--- config.mk ---
export PLATFORM = sky130hd
export DESIGN_NAME = mem_arbiter
export DESIGN_NICKNAME = d
export VERILOG_FILES = /design/src/rtl/mem_arbiter_pkg.sv /design/src/rtl/ma_watchdog.sv /design/src/rtl/mem_arbiter.sv
export SDC_FILE = /design/constraint.sdc
export NUM_CORES = 1
export LEC_CHECK = 0
export BUFFER_PORTS_ARGS = -buffer_cell sky130_fd_sc_hd__buf_2
export CORE_ASPECT_RATIO = 0.6
export CORE_UTILIZATION = 25
export CTS_BUF_LIST = sky130_fd_sc_hd__clkbuf_4 sky130_fd_sc_hd__clkbuf_8
export DETAILED_ROUTE_END_ITERATION = 12
export GPL_TIMING_DRIVEN = 0
export MAX_ROUTING_LAYER = met4
export SYNTH_ARGS = -nofsm -noshare
export SYNTH_HDL_FRONTEND = slang
export SYNTH_HIERARCHICAL = 1
export SYNTH_SLANG_ARGS = --single-unit
--- constraint.sdc ---
create_clock -name ma_clk -period 2.6 [get_ports ma_clk]
set_input_delay 0.39 -clock ma_clk [delete_from_list [all_inputs] [get_ports ma_clk]]
set_output_delay 0.39 -clock ma_clk [all_outputs]
set_load 0.05 [all_outputs]
--- src/rtl/mem_arbiter_pkg.sv ---
`default_nettype none
// ============================================================================
// Module      : mem_arbiter_pkg
// Description : Shared types and constants for the unified-memory arbiter:
//               FSM state encodings, owner IDs and the grant-priority helper.
// Revision    : 1.0 - initial release
// ============================================================================
package mem_arbiter_pkg;

   // Arbiter sequencer states
   typedef enum logic [1:0] {
      MA_IDLE   = 2'd0,
      MA_BUSY_I = 2'd1,
      MA_BUSY_D = 2'd2,
      MA_RESP   = 2'd3
   } ma_state_e;

   // Owner IDs of the transaction currently on the memory side
   localparam logic MA_OWNER_IF = 1'b0;
   localparam logic MA_OWNER_D  = 1'b1;

   // Data wins a simultaneous request unless it has used up its burst allowance
   function automatic logic ma_pick_data(input logic d_req,
                                         input logic if_req,
                                         input logic burst_at_max);
      return d_req & (~if_req | ~burst_at_max);
   endfunction

endpackage
`default_nettype wire

--- src/rtl/ma_watchdog.sv ---
`default_nettype none
// ============================================================================
// Module      : ma_watchdog
// Description : Loadable cycle counter with clear and enable. expire_o is
//               high while enabled in the cycle the count reaches LIMIT-1,
//               i.e. on the LIMIT-th enabled edge after a clear.
// Revision    : 1.0 - initial release
// ============================================================================
module ma_watchdog #(
   parameter int unsigned LIMIT = 16
) (
   input  logic                         clk_i,
   input  logic                         rst_ni,
   input  logic                         clr_i,
   input  logic                         en_i,
   input  logic                         load_i,
   input  logic [$clog2(LIMIT+1)-1:0]   load_val_i,
   output logic                         expire_o
);

   localparam int unsigned CW = $clog2(LIMIT + 1);
   localparam logic [CW-1:0] c_last = CW'(LIMIT - 1);

   logic [CW-1:0] cnt_q;
   logic [CW-1:0] cnt_d;

   // Next count: clear wins over load, load over count; holds at the last value
   always_comb begin
      cnt_d = cnt_q;
      if (clr_i) begin
         cnt_d = '0;
      end else if (load_i) begin
         cnt_d = load_val_i;
      end else if (en_i && (cnt_q != c_last)) begin
         cnt_d = cnt_q + 1'b1;
      end
   end

   // Count register
   always_ff @(posedge clk_i or negedge rst_ni) begin
      if (!rst_ni) begin
         cnt_q <= '0;
      end else begin
         cnt_q <= cnt_d;
      end
   end

   assign expire_o = en_i & (cnt_q == c_last);

endmodule
`default_nettype wire

--- src/rtl/mem_arbiter.sv ---
`default_nettype none
// ============================================================================
// Module      : mem_arbiter
// Description : Shares one single-port memory between instruction fetch and
//               data access. One transaction at a time, variable-latency ack,
//               abort on timeout, data priority bounded by a burst allowance.
// Revision    : 1.0 - initial release
// ============================================================================
module mem_arbiter
   import mem_arbiter_pkg::*;
#(
   parameter int unsigned DWIDTH         = 32,
   parameter int unsigned AWIDTH_MEM     = 32,
   parameter int unsigned TIMEOUT        = 16,
   parameter int unsigned DATA_BURST_MAX = 4
) (
   input  logic                  ma_clk,
   input  logic                  ma_rst,
   input  logic                  ma_i_if_req,
   input  logic [AWIDTH_MEM-1:0] ma_i_if_addr,
   output logic                  ma_o_if_ack,
   output logic [DWIDTH-1:0]     ma_o_if_rdata,
   output logic                  ma_o_if_err,
   output logic                  ma_o_if_stall,
   input  logic                  ma_i_d_req,
   input  logic                  ma_i_d_we,
   input  logic [AWIDTH_MEM-1:0] ma_i_d_addr,
   input  logic [DWIDTH-1:0]     ma_i_d_wdata,
   output logic                  ma_o_d_ack,
   output logic [DWIDTH-1:0]     ma_o_d_rdata,
   output logic                  ma_o_d_err,
   output logic                  ma_o_d_stall,
   output logic                  ma_o_m_req,
   output logic                  ma_o_m_we,
   output logic [AWIDTH_MEM-1:0] ma_o_m_addr,
   output logic [DWIDTH-1:0]     ma_o_m_wdata,
   input  logic [DWIDTH-1:0]     ma_i_m_rdata,
   input  logic                  ma_i_m_ack
);

   localparam int unsigned BW = $clog2(DATA_BURST_MAX + 1);
   localparam int unsigned WW = $clog2(TIMEOUT + 1);
   localparam logic [BW-1:0] c_burst_max = BW'(DATA_BURST_MAX);

   ma_state_e             state_q;
   logic [BW-1:0]         burst_cnt_q;
   logic [BW-1:0]         burst_cnt_d;
   logic                  m_req_q;
   logic                  m_we_q;
   logic [AWIDTH_MEM-1:0] m_addr_q;
   logic [DWIDTH-1:0]     m_wdata_q;
   logic                  if_ack_q;
   logic                  if_err_q;
   logic [DWIDTH-1:0]     if_rdata_q;
   logic                  d_ack_q;
   logic                  d_err_q;
   logic [DWIDTH-1:0]     d_rdata_q;

   logic                  w_grant_d;
   logic                  w_grant_i;
   logic                  w_busy;
   logic                  w_expire;
   logic                  w_done;
   logic                  w_owner;
   logic [DWIDTH-1:0]     w_resp_rdata;

   // Arbitration decision, only meaningful in IDLE
   always_comb begin
      w_grant_d = 1'b0;
      w_grant_i = 1'b0;
      if (state_q == MA_IDLE) begin
         if (ma_pick_data(ma_i_d_req, ma_i_if_req, burst_cnt_q == c_burst_max)) begin
            w_grant_d = 1'b1;
         end else if (ma_i_if_req) begin
            w_grant_i = 1'b1;
         end
      end
   end

   assign w_busy       = (state_q == MA_BUSY_I) || (state_q == MA_BUSY_D);
   assign w_done       = w_busy && (ma_i_m_ack || w_expire);
   assign w_owner      = (state_q == MA_BUSY_D) ? MA_OWNER_D : MA_OWNER_IF;
   // Writes and aborted accesses return zero
   assign w_resp_rdata = (ma_i_m_ack && !m_we_q) ? ma_i_m_rdata : '0;

   // Fairness counter: data grants that overtook a waiting fetch
   always_comb begin
      burst_cnt_d = burst_cnt_q;
      if (w_grant_i) begin
         burst_cnt_d = '0;
      end else if ((state_q == MA_IDLE) && !ma_i_if_req) begin
         burst_cnt_d = '0;
      end else if (w_grant_d && ma_i_if_req && (burst_cnt_q != c_burst_max)) begin
         burst_cnt_d = burst_cnt_q + 1'b1;
      end
   end

   // Fairness counter register
   always_ff @(posedge ma_clk or negedge ma_rst) begin
      if (!ma_rst) begin
         burst_cnt_q <= '0;
      end else begin
         burst_cnt_q <= burst_cnt_d;
      end
   end

   // Wait counter: cleared on grant, counts BUSY edges without ack
   ma_watchdog #(
      .LIMIT (TIMEOUT)
   ) u_watchdog (
      .clk_i      (ma_clk),
      .rst_ni     (ma_rst),
      .clr_i      (w_grant_d | w_grant_i),
      .en_i       (w_busy & ~ma_i_m_ack),
      .load_i     (1'b0),
      .load_val_i ({WW{1'b0}}),
      .expire_o   (w_expire)
   );

   // Sequencer FSM with registered memory-side and response outputs
   always_ff @(posedge ma_clk or negedge ma_rst) begin
      if (!ma_rst) begin
         state_q    <= MA_IDLE;
         m_req_q    <= 1'b0;
         m_we_q     <= 1'b0;
         m_addr_q   <= '0;
         m_wdata_q  <= '0;
         if_ack_q   <= 1'b0;
         if_err_q   <= 1'b0;
         if_rdata_q <= '0;
         d_ack_q    <= 1'b0;
         d_err_q    <= 1'b0;
         d_rdata_q  <= '0;
      end else begin
         if_ack_q <= 1'b0;
         if_err_q <= 1'b0;
         d_ack_q  <= 1'b0;
         d_err_q  <= 1'b0;
         case (state_q)
            MA_IDLE: begin
               if (w_grant_d) begin
                  state_q   <= MA_BUSY_D;
                  m_req_q   <= 1'b1;
                  m_we_q    <= ma_i_d_we;
                  m_addr_q  <= ma_i_d_addr;
                  m_wdata_q <= ma_i_d_wdata;
               end else if (w_grant_i) begin
                  state_q   <= MA_BUSY_I;
                  m_req_q   <= 1'b1;
                  m_we_q    <= 1'b0;
                  m_addr_q  <= ma_i_if_addr;
                  m_wdata_q <= '0;
               end
            end
            MA_BUSY_I, MA_BUSY_D: begin
               if (w_done) begin
                  state_q <= MA_RESP;
                  m_req_q <= 1'b0;
                  if (w_owner == MA_OWNER_D) begin
                     d_ack_q   <= 1'b1;
                     d_err_q   <= ~ma_i_m_ack;
                     d_rdata_q <= w_resp_rdata;
                  end else begin
                     if_ack_q   <= 1'b1;
                     if_err_q   <= ~ma_i_m_ack;
                     if_rdata_q <= w_resp_rdata;
                  end
               end
            end
            MA_RESP: begin
               state_q <= MA_IDLE;
            end
            default: begin
               state_q <= MA_IDLE;
            end
         endcase
      end
   end

   assign ma_o_m_req    = m_req_q;
   assign ma_o_m_we     = m_we_q;
   assign ma_o_m_addr   = m_addr_q;
   assign ma_o_m_wdata  = m_wdata_q;
   assign ma_o_if_ack   = if_ack_q;
   assign ma_o_if_err   = if_err_q;
   assign ma_o_if_rdata = if_rdata_q;
   assign ma_o_d_ack    = d_ack_q;
   assign ma_o_d_err    = d_err_q;
   assign ma_o_d_rdata  = d_rdata_q;
   assign ma_o_if_stall = ma_i_if_req & ~if_ack_q;
   assign ma_o_d_stall  = ma_i_d_req & ~d_ack_q;

endmodule
`default_nettype wire

* Yosys cells after proc, flatten, opt, wreduce, memory -nomap -nowiden
Index checks and enable logic that the tools add are counted.
** Cells by class
- $add $sub $neg :: 2
- Equal/unequal tests :: 9
- Multiplexer cells :: 38
- Bitwise logic cells :: 13
- Reductions and logical operators :: 21
** Operator list (count)
- 2-to-1 mux 32 bit :: 5
- 2-to-1 mux 1 bit :: 23
- 2-to-1 mux 5 bit :: 2
- 2-to-1 mux 3 bit :: 3
- AND reduction 3 bit :: 3
- logical AND 1 bit :: 6
- 2-to-1 mux 2 bit :: 3
- != test 3 bit, second input constant :: 2
- NOT 1 bit :: 6
- one-hot mux 2 bit (3 select lines) :: 1
- nonzero test 2 bit :: 3
- adder 5 x 1 -> 5 bit, second input constant :: 1
- AND 1 bit :: 5
- == test 5 x 4 -> 1 bit, second input constant :: 1
- != test 5 x 4 -> 1 bit, second input constant :: 1
- == test 2 bit, second input constant :: 2
- AND reduction 2 bit :: 2
- adder 3 x 1 -> 3 bit, second input constant :: 1
- == test 3 bit, second input constant :: 1
- nonzero test 3 bit :: 1
- == test 2 x 1 -> 1 bit, second input constant :: 1
- zero test 1 bit :: 2
- zero test 2 bit :: 1
- logical OR 1 bit :: 2
- other kinds (4) :: 5
** Word-level totals
- Flip-flop bits (word level) :: 144
- Bits of input ports :: 134
- Output and inout bits :: 136
- Logic and storage cells :: 96

* Logic depth before layout (Yosys ltp)
Gate-level depths: netlist of the first run.
- Depth after elaboration :: 11
- Gate-level depth with buffers :: 10

* Modules after synthesis
The synthesis of the first run kept the hierarchy.
** Modules (own cells, without submodules)
- mem_arbiter :: instances 1, cells an instance 584, area each 5761.8 µm², seq. area each 3478.3 µm²
- ma_watchdog :: instances 1, cells an instance 31, area each 306.5 µm², seq. area each 125.1 µm²

* Least setup slack after synthesis of the first run
No wires, ideal clock.
- Kind :: register to register
- Start point :: register state_q[1]
- End point :: register d_rdata_q[23] (netlist: ma_o_d_rdata[23])
- Library setup time :: 0.083 ns
- Data arrival time :: 1.887 ns
- Slack :: 0.631 ns
- Stages on the path, launching flop included :: 10
- Cell sequence :: dfrtp_1 inv_1 ha_1 and2b_1 and2_2 o211ai_1 buf_2 buf_2 nand2_1 o21ai_0
** Between the ends
- Word-level cells in the longest chain between the ends :: 7
** RTL lines
- start, declared :: line mem_arbiter.sv:45 : ma_state_e state_q;
- start signal, assigned :: line mem_arbiter.sv:123 : state_q <= MA_IDLE;
- start signal, assigned :: line mem_arbiter.sv:142 : state_q <= MA_BUSY_D;
- start signal, assigned :: line mem_arbiter.sv:148 : state_q <= MA_BUSY_I;
- == test 2 x 1 -> 1 bit / == test 2 bit (equally long branches) :: line mem_arbiter.sv:80 : assign w_busy = (state_q == MA_BUSY_I) || (state_q == MA_BUSY_D);
- logical OR 1 bit (*) :: line mem_arbiter.sv:80
- AND 1 bit (*) :: line mem_arbiter.sv:114 : .en_i (w_busy & ~ma_i_m_ack),
- AND 1 bit (*) :: line ma_watchdog.sv:48 : assign expire_o = en_i & (cnt_q == c_last);
- named net w_expire :: line mem_arbiter.sv:62 : logic w_expire;
- logical OR 1 bit (*) :: line mem_arbiter.sv:81 : assign w_done = w_busy && (ma_i_m_ack || w_expire);
- logical AND 1 bit (*) :: line mem_arbiter.sv:81
- AND reduction 3 bit (no source line) (*)
- end signal, assigned :: line mem_arbiter.sv:162 : d_rdata_q <= w_resp_rdata;
- end, declared :: line mem_arbiter.sv:57 : logic [DWIDTH-1:0] d_rdata_q;
The timed path passes the listed nets; every way through them passes the cells marked *.
A chain may end at the register's enable or synchronous reset.

* Worst setup path in the final report of the first run
- Start point :: register state_q[0]
- End point :: register d_rdata_q[7] (netlist: ma_o_d_rdata[7])
Same word-level chain as after synthesis.

==> run_results.csv, run 1 <==
group,metric,value,unit
worst_setup_path,r2r_cells,10,
global_routing,overflow,0,
layout,ff_latch_area,0.00360,mm^2
synthesis,synth_warnings,6,
power,combPwrFrac,0.559,
worst_setup_path,critPathArrivalTime,2.74,ns
synthesis,syn-instance-count,615,
hold_path,hp-class,"in -> reg",
power,power_leakage,4.41,nW
synthesis,ys_types,36,
clocking,clkTransAtPathRegs,0.08,ns
synthesis,yosysTopAreaCellShare,0.594,
layout,fillers,2464,
global_routing,busiest_layer,"met2",
synthesis,ys_seq_elements,144,
floorplan,fp-row-count,43,
routing,vias,5287,
global_routing,grt_pass1_wl,29.4,mm
clocking,cts_buffer_depth,2,
sta,hold_viol_final,0,
layout,area_growth,36.7,%
routing,wl,19.3,mm
power,power_density,1560,mW/mm^2
global_routing,first_global_vias,5192,
hold_path,whs_path_depth,3,
clocking,cts.sinks,144,
sta,clock.fmax,0.419,GHz
global_routing,antenna_found_initial,1,
global_routing,met3_usage,0.0396,
routing,route.detailed.drc,0,
power,max-vdd-ir-drop,0.000557,V
floorplan,ioPinCount,270,
clocking,cts_tree,"built",
sta,fin_worst_hold_slack,0.132,ns
floorplan,start_util,0.259,
floorplan,die_h,123,um
placement,place_congestion,0.794,
power,p_sw,0.00701,W
layout,drive_above_1_share,0.370,
global_routing,grt_use_met1,0.222,
worst_setup_path,required,2.95,ns
clocking,clock_latency,0.45,ns
routing,drtIter0Drc,250,
synthesis,synthMuxAreaShare,0.0577,
sta,worstMarginPinSlew,0.678,ns
worst_setup_path,end_kind,"flop",
routing,drt-vias-per-instance,4.26,
power,p_total,0.0130,W
synthesis,synth.area.top_cells,"dfrtp_1 (59%), nand2_1 (12%), o21ai_0 (8.7%), mux2i_1 (5.8%), o21ai_1 (1.8%)",
sta,period_share,0.918,
power,swShare,0.541,
power,clockPowerShare,0.144,
global_routing,grt.total_usage,0.162,
placement,dp_hpwl,14.4,mm
synthesis,synth_top_family_by_area,"simple AND/OR/NAND/NOR gates",
sta,period_needed,2.39,ns
worst_setup_path,critPathLaunchType,"flop",
worst_setup_path,crit_fanout,10,
sta,rsz0062_at_grt,"no",
synthesis,synth-seq-area-share,0.594,
clocking,cts_root_buf,"clkbuf_8",
power,internal-power,0.00595,W
synthesis,synth_top_flop_cell,"dfrtp_1",
synthesis,yosys.area.top_type,"dfrtp_1",
sta,skew,0.00985,ns
power,pwr-share-seq,0.298,
synthesis,syn_area,0.00607,mm^2
synthesis,synth_edf_count,0,
synthesis,synthArstFlopShare,1.00,
layout,nets,1053,
clocking,cts-buffers-inserted,17,
clocking,cts_max_level,4,
routing,dr.pass1.iters,6,
floorplan,coreArea,0.0235,mm^2
layout,multi_input_area,0.00219,mm^2
global_routing,grt_max_degree,78,
synthesis,synth_compound_area_frac,0.136,
synthesis,synth-simple-area-share,0.146,
floorplan,die_width,203,um
floorplan,dieArea,0.0249,mm^2
placement,portBuffers,269,
routing,ant_nets,0,
synthesis,synth-xor-area-share,0.00289,
synthesis,syn_area_per_cell,9.87,um^2
job,max_cap_viol_count,0,
global_routing,grt_use_met2,0.240,
worst_setup_path,path_class,"reg -> reg",
routing,wl_per_cell,15.5,um
sta,setup_viol,0,
sta,max_slew_margin,0.548,
synthesis,synth_adder_area_share,0.0144,
status,outcome,"finished, final reports clean",
sta,drv_slew,0,
[cells in the final DEF, fill, tap and decap left out, types with 3 or more instances in the layout]
master / Yosys / routed
dfrtp_1: 144 / 144
clkbuf_8: 0 / 20
ha_1: 7 / 7
buf_4: 12 / 13
nand2_1: 199 / 199
clkbuf_4: 0 / 4
clkinvlp_4: 0 / 5
o21ai_2: 7 / 7
nor2_1: 11 / 11
a211oi_1: 4 / 4
nor2b_1: 3 / 3
o21ai_0: 106 / 106
buf_6: 6 / 7
a21oi_1: 5 / 5
inv_1: 10 / 10
clkbuf_1: 12 / 12
buf_2: 10 / 277
conb_1: 1 / 7
mux2i_1: 35 / 35
o21ai_1: 22 / 22
[stage by stage]
stage / worst slack, ns / instance area, um^2 / setup TNS [ns] / std cells / util
after CTS: 0.0184 / 8280 / 0 / 1239 / 0.353
after global placement: -1.10 / 7830 / -156.59 / 1205 / 0.334
after floorplan: 0.631 / 6090 / 0 / 621 / -
after detailed placement: 0.0728 / 7870 / 0 / 1206 / 0.335
final: 0.214 / 8290 / 0 / 1241 / 0.354
after global routing: 0.0411 / 8290 / 0 / 1241 / 0.354
[what timing repair did]
| item | in CTS | in global routing |
|---|---|---|
| endpoints found under the setup margin | 0 | 30 |
| endpoints found under the hold margin | 67 | 0 |
| hold buffers | 1 | 0 |
| buffers inserted | 0 | 1 |
| resized for setup | 0 | 1 |
[worst max-delay path: stages, from the launching register on]
cell and delay [ns]:
dfrtp_1 0.36, inv_1 0.12, ha_1 0.32, and2b_1 0.25, and2_2 0.23, o211ai_1 0.17
buf_4 0.15, clkbuf_4 0.20, buf_2 0.28, nand2_1 0.08, o21ai_0 0.10
[path summary, 6_finish.rpt]
kind | end | slack (ns) | start
max reg2reg | ma_o_d_rdata[7] | 0.21 | state_q[0]
max in group asynchronous | ma_o_m_wdata[10] | 1.27 | ma_rst
max | ma_o_d_rdata[7] | 0.21 | state_q[0]
min in group asynchronous | ma_o_if_rdata[3] | 0.50 | ma_rst
min | ma_o_m_addr[16] | 0.13 | ma_i_d_addr[16]
min reg2reg | ma_o_if_rdata[27] | 0.48 | ma_o_if_rdata[27]
[power groups by stage]
stage               sequential (W)  combinational (W)  clock, W
floorplan                  0.00724            0.00195         0
CTS                        0.00386            0.00732   0.00194
finish                     0.00386            0.00724   0.00186
global placement           0.00385            0.00725         0
global route               0.00399            0.00775   0.00204
detailed placement         0.00388            0.00732         0
[cells in the mapped netlist, types with 2 or more instances]
master,count
nor2b_1,3
a21oi_1,5
buf_4,12
xor2_1,2
buf_2,10
inv_1,10
o21ai_0,106
nand2_1,199
o21ai_1,22
nor2_1,11
ha_1,7
mux2i_1,35
o22ai_1,2
buf_6,6
a211oi_1,4
o21ai_2,7
clkbuf_1,12
dfrtp_1,144
[metal layers]
metal  vias to the layer above  wire (um)
met4                         0        177
met5                         -          0
li1                       2629          -
met3                        12       1080
met1                      2495       9650
met2                       151       8360
[final cells by class]
class	instances	share of cell area
Antenna cell	1	0.000302
Buffer	40	0.0308
Clock buffer	23	0.0359
Clock inverter	9	0.0130
Inverter	11	0.00498
Multi-Input combinational cell	426	0.264
Sequential cell	144	0.435
Tap cell	315	0.0475
Timing Repair Buffer	272	0.169
[flip-flops by register name, indices dropped and copies added (netlist names)]
signal,cells
burst_cnt_q,3
ma_o_d_ack,1
ma_o_d_err,1
ma_o_d_rdata,32
ma_o_if_ack,1
ma_o_if_err,1
ma_o_if_rdata,32
ma_o_m_addr,32
ma_o_m_req,1
ma_o_m_wdata,32
ma_o_m_we,1
state_q,2
u_watchdog/cnt_q,5
[logic make-up after synthesis]
family / Yosys count
AOI/OAI and AO/OA: 151
DFF: 144
xor gates and xnor gates: 2
other: 1
muxes: 35
adders and majority gates: 7
and+or+nand+nor: 224
buffers and inverters: 51
(Power assumes the default switching activity.)
==> run 2: changes to the inputs <==
- CORE_ASPECT_RATIO: 0.6 -> not set
==> run_results.csv, run 2 (synthesis gave the netlist of run 1 again) <==
group,metric,value,unit
global_routing,overflow,0,
layout,area_growth,37.1,%
worst_setup_path,critPathMaxStageDelay,0.43,ns
clocking,cts_root_buf,"clkbuf_8",
worst_setup_path,path_buf_inv,3,
routing,drt-vias-per-instance,4.32,
clocking,cts_resized,0,
floorplan,dieArea,0.0249,mm^2
power,clockPowerShare,0.151,
hold_path,hp-class,"in -> reg",
placement,place_congestion,0.742,
clocking,cts_tree,"built",
worst_setup_path,required,2.89,ns
floorplan,start_util,0.257,
worst_setup_path,crit_fanout,10,
worst_setup_path,path_delay_family,"buffers and inverters",
routing,ant_nets,0,
sta,drv_slew,0,
clocking,cts_max_level,4,
global_routing,grt_max_degree,76,
power,swShare,0.543,
layout,nets,1053,
sta,skew,0.0125,ns
sta,setup_viol,0,
worst_setup_path,path_class,"reg -> reg",
worst_setup_path,end_kind,"flop",
sta,hold_viol_final,0,
routing,route.detailed.drc,0,
worst_setup_path,critPathArrivalTime,2.68,ns
layout,final_cell_mix,"buf_2 (278), nand2_1 (199), dfrtp_1 (144), o21ai_0 (106), mux2i_1 (35)",
placement,dp_hpwl,14.8,mm
global_routing,grt_pass1_wl,28.5,mm
power,combPwrFrac,0.555,
global_routing,first_global_vias,5286,
power,p_sw,0.00708,W
worst_setup_path,critPathLaunchType,"flop",
power,pwr-share-seq,0.295,
floorplan,coreArea,0.0236,mm^2
power,power_leakage,4.42,nW
routing,vias,5375,
job,max_cap_viol_count,0,
worst_setup_path,r2r_cells,8,
routing,drtIter0Drc,194,
power,max-vdd-ir-drop,0.000673,V
hold_path,whs_path_depth,3,
routing,wl,19.4,mm
floorplan,ioPinCount,270,
sta,period_needed,2.39,ns
floorplan,die_width,158,um
worst_setup_path,cp_slowest_cell,"clkbuf_1",
global_routing,antenna_found_initial,1,
sta,max_slew_margin,0.548,
clocking,clkTransAtPathRegs,0.10,ns
routing,dr.pass1.iters,4,
placement,dpl_worst_slack,0.143,ns
clocking,cts.sinks,144,
clocking,clock_latency,0.43,ns
layout,post-route-util,0.352,
routing,wl_per_cell,15.6,um
status,outcome,"finished, final reports clean",
sta,fin_ws,0.210,ns
sta,worstMarginPinSlew,0.678,ns
placement,portBuffers,269,
floorplan,fp-row-count,56,
sta,rsz0062_at_grt,"no",
global_routing,grt.total_usage,0.157,
worst_setup_path,cp_cell_sequence,"inv_1, ha_1, and2b_1, and2_2, o211ai_1, buf_4, clkbuf_1, o21ai_0",
power,internal-power,0.00597,W
worst_setup_path,worst-path-stages,8,
floorplan,die_h,158,um
layout,drive_above_1_share,0.370,
clocking,cts-buffers-inserted,17,
clocking,cts_buffer_depth,2,
sta,period_share,0.919,
layout,layout_commonest_cell,"buf_2",
sta,clock.fmax,0.418,GHz
power,power_density,1570,mW/mm^2
==> run 2: cell types whose count changed in the layout (fill, tap and decap cells not counted), sizes merged <==
cell / change
bufinv: +1
buf: +1
clkinvlp: -1
clkinv: -1
inv: +7
clkbuf: -7
==> run 2: timing repair <==
item | in CTS | in global routing
endpoints found under the hold margin | 69 | 0
setup buffers | 0 | 1
endpoints found under the setup margin | 0 | 4
hold buffers | 1 | 0
==> run 2: tightest hold or removal path: stages <==
cell and delay, ns:
buf_2 0.07, nand2_1 0.03, o21ai_0 0.05
==> run 2: layer usage <==
layer,GRT usage,up-vias,share of wire
li1,-,2628,-
met4,0.0379,0,0.0094
met5,-,-,0
met2,0.264,211,0.48
met1,0.180,2527,0.43
met3,0.0509,9,0.084
==> run 2: cell type report <==
type	count	area, um^2
well taps	319	399
fillers	2522	15300
multi-input cells	426	2190
plain buffers	40	253
inverters	11	41.3
clock inverters	15	198
flip-flops and latches	144	3600
clock buffers	17	234
repair buffers	272	1400
diodes	1	2.50
==> run 2: power by group through the flow <==
stage               clock network [W]  registers (W)  logic (W)
CTS                           0.00205        0.00386    0.00733
global placement                    0        0.00385    0.00726
global route                  0.00213        0.00399    0.00774
finish                        0.00197        0.00385    0.00724
floorplan                           0        0.00724    0.00195
detailed placement                  0        0.00388    0.00733
==> run 2: worst paths after layout <==
check                                  from          endpoint  slack [ns]
hold reg to reg            ma_o_d_rdata[25]  ma_o_d_rdata[25]        0.48
hold / removal             ma_i_d_wdata[27]  ma_o_m_wdata[27]        0.14
setup / recovery                 state_q[0]   ma_o_d_rdata[7]        0.21
max in group asynchronous            ma_rst  ma_o_m_wdata[20]        1.27
setup reg to reg                 state_q[0]   ma_o_d_rdata[7]        0.21
min in group asynchronous            ma_rst   ma_o_d_rdata[0]        0.51
==> run 2: metrics by stage <==
stage / TNS (ns) / instances / power [W] / hold WS [ns] / cell area, um^2
after global placement: -158.83 / 1209 / 0.0111 / 0.457 / 7840
after detailed placement: 0 / 1210 / 0.0112 / 0.452 / 7870
after global routing: 0 / 1245 / 0.0139 / 0.117 / 8320
after floorplan: 0 / 621 / 0.00919 / 0.0944 / 6090
final: 0 / 1245 / 0.0131 / 0.145 / 8320
after CTS: 0 / 1243 / 0.0132 / 0.0982 / 8310
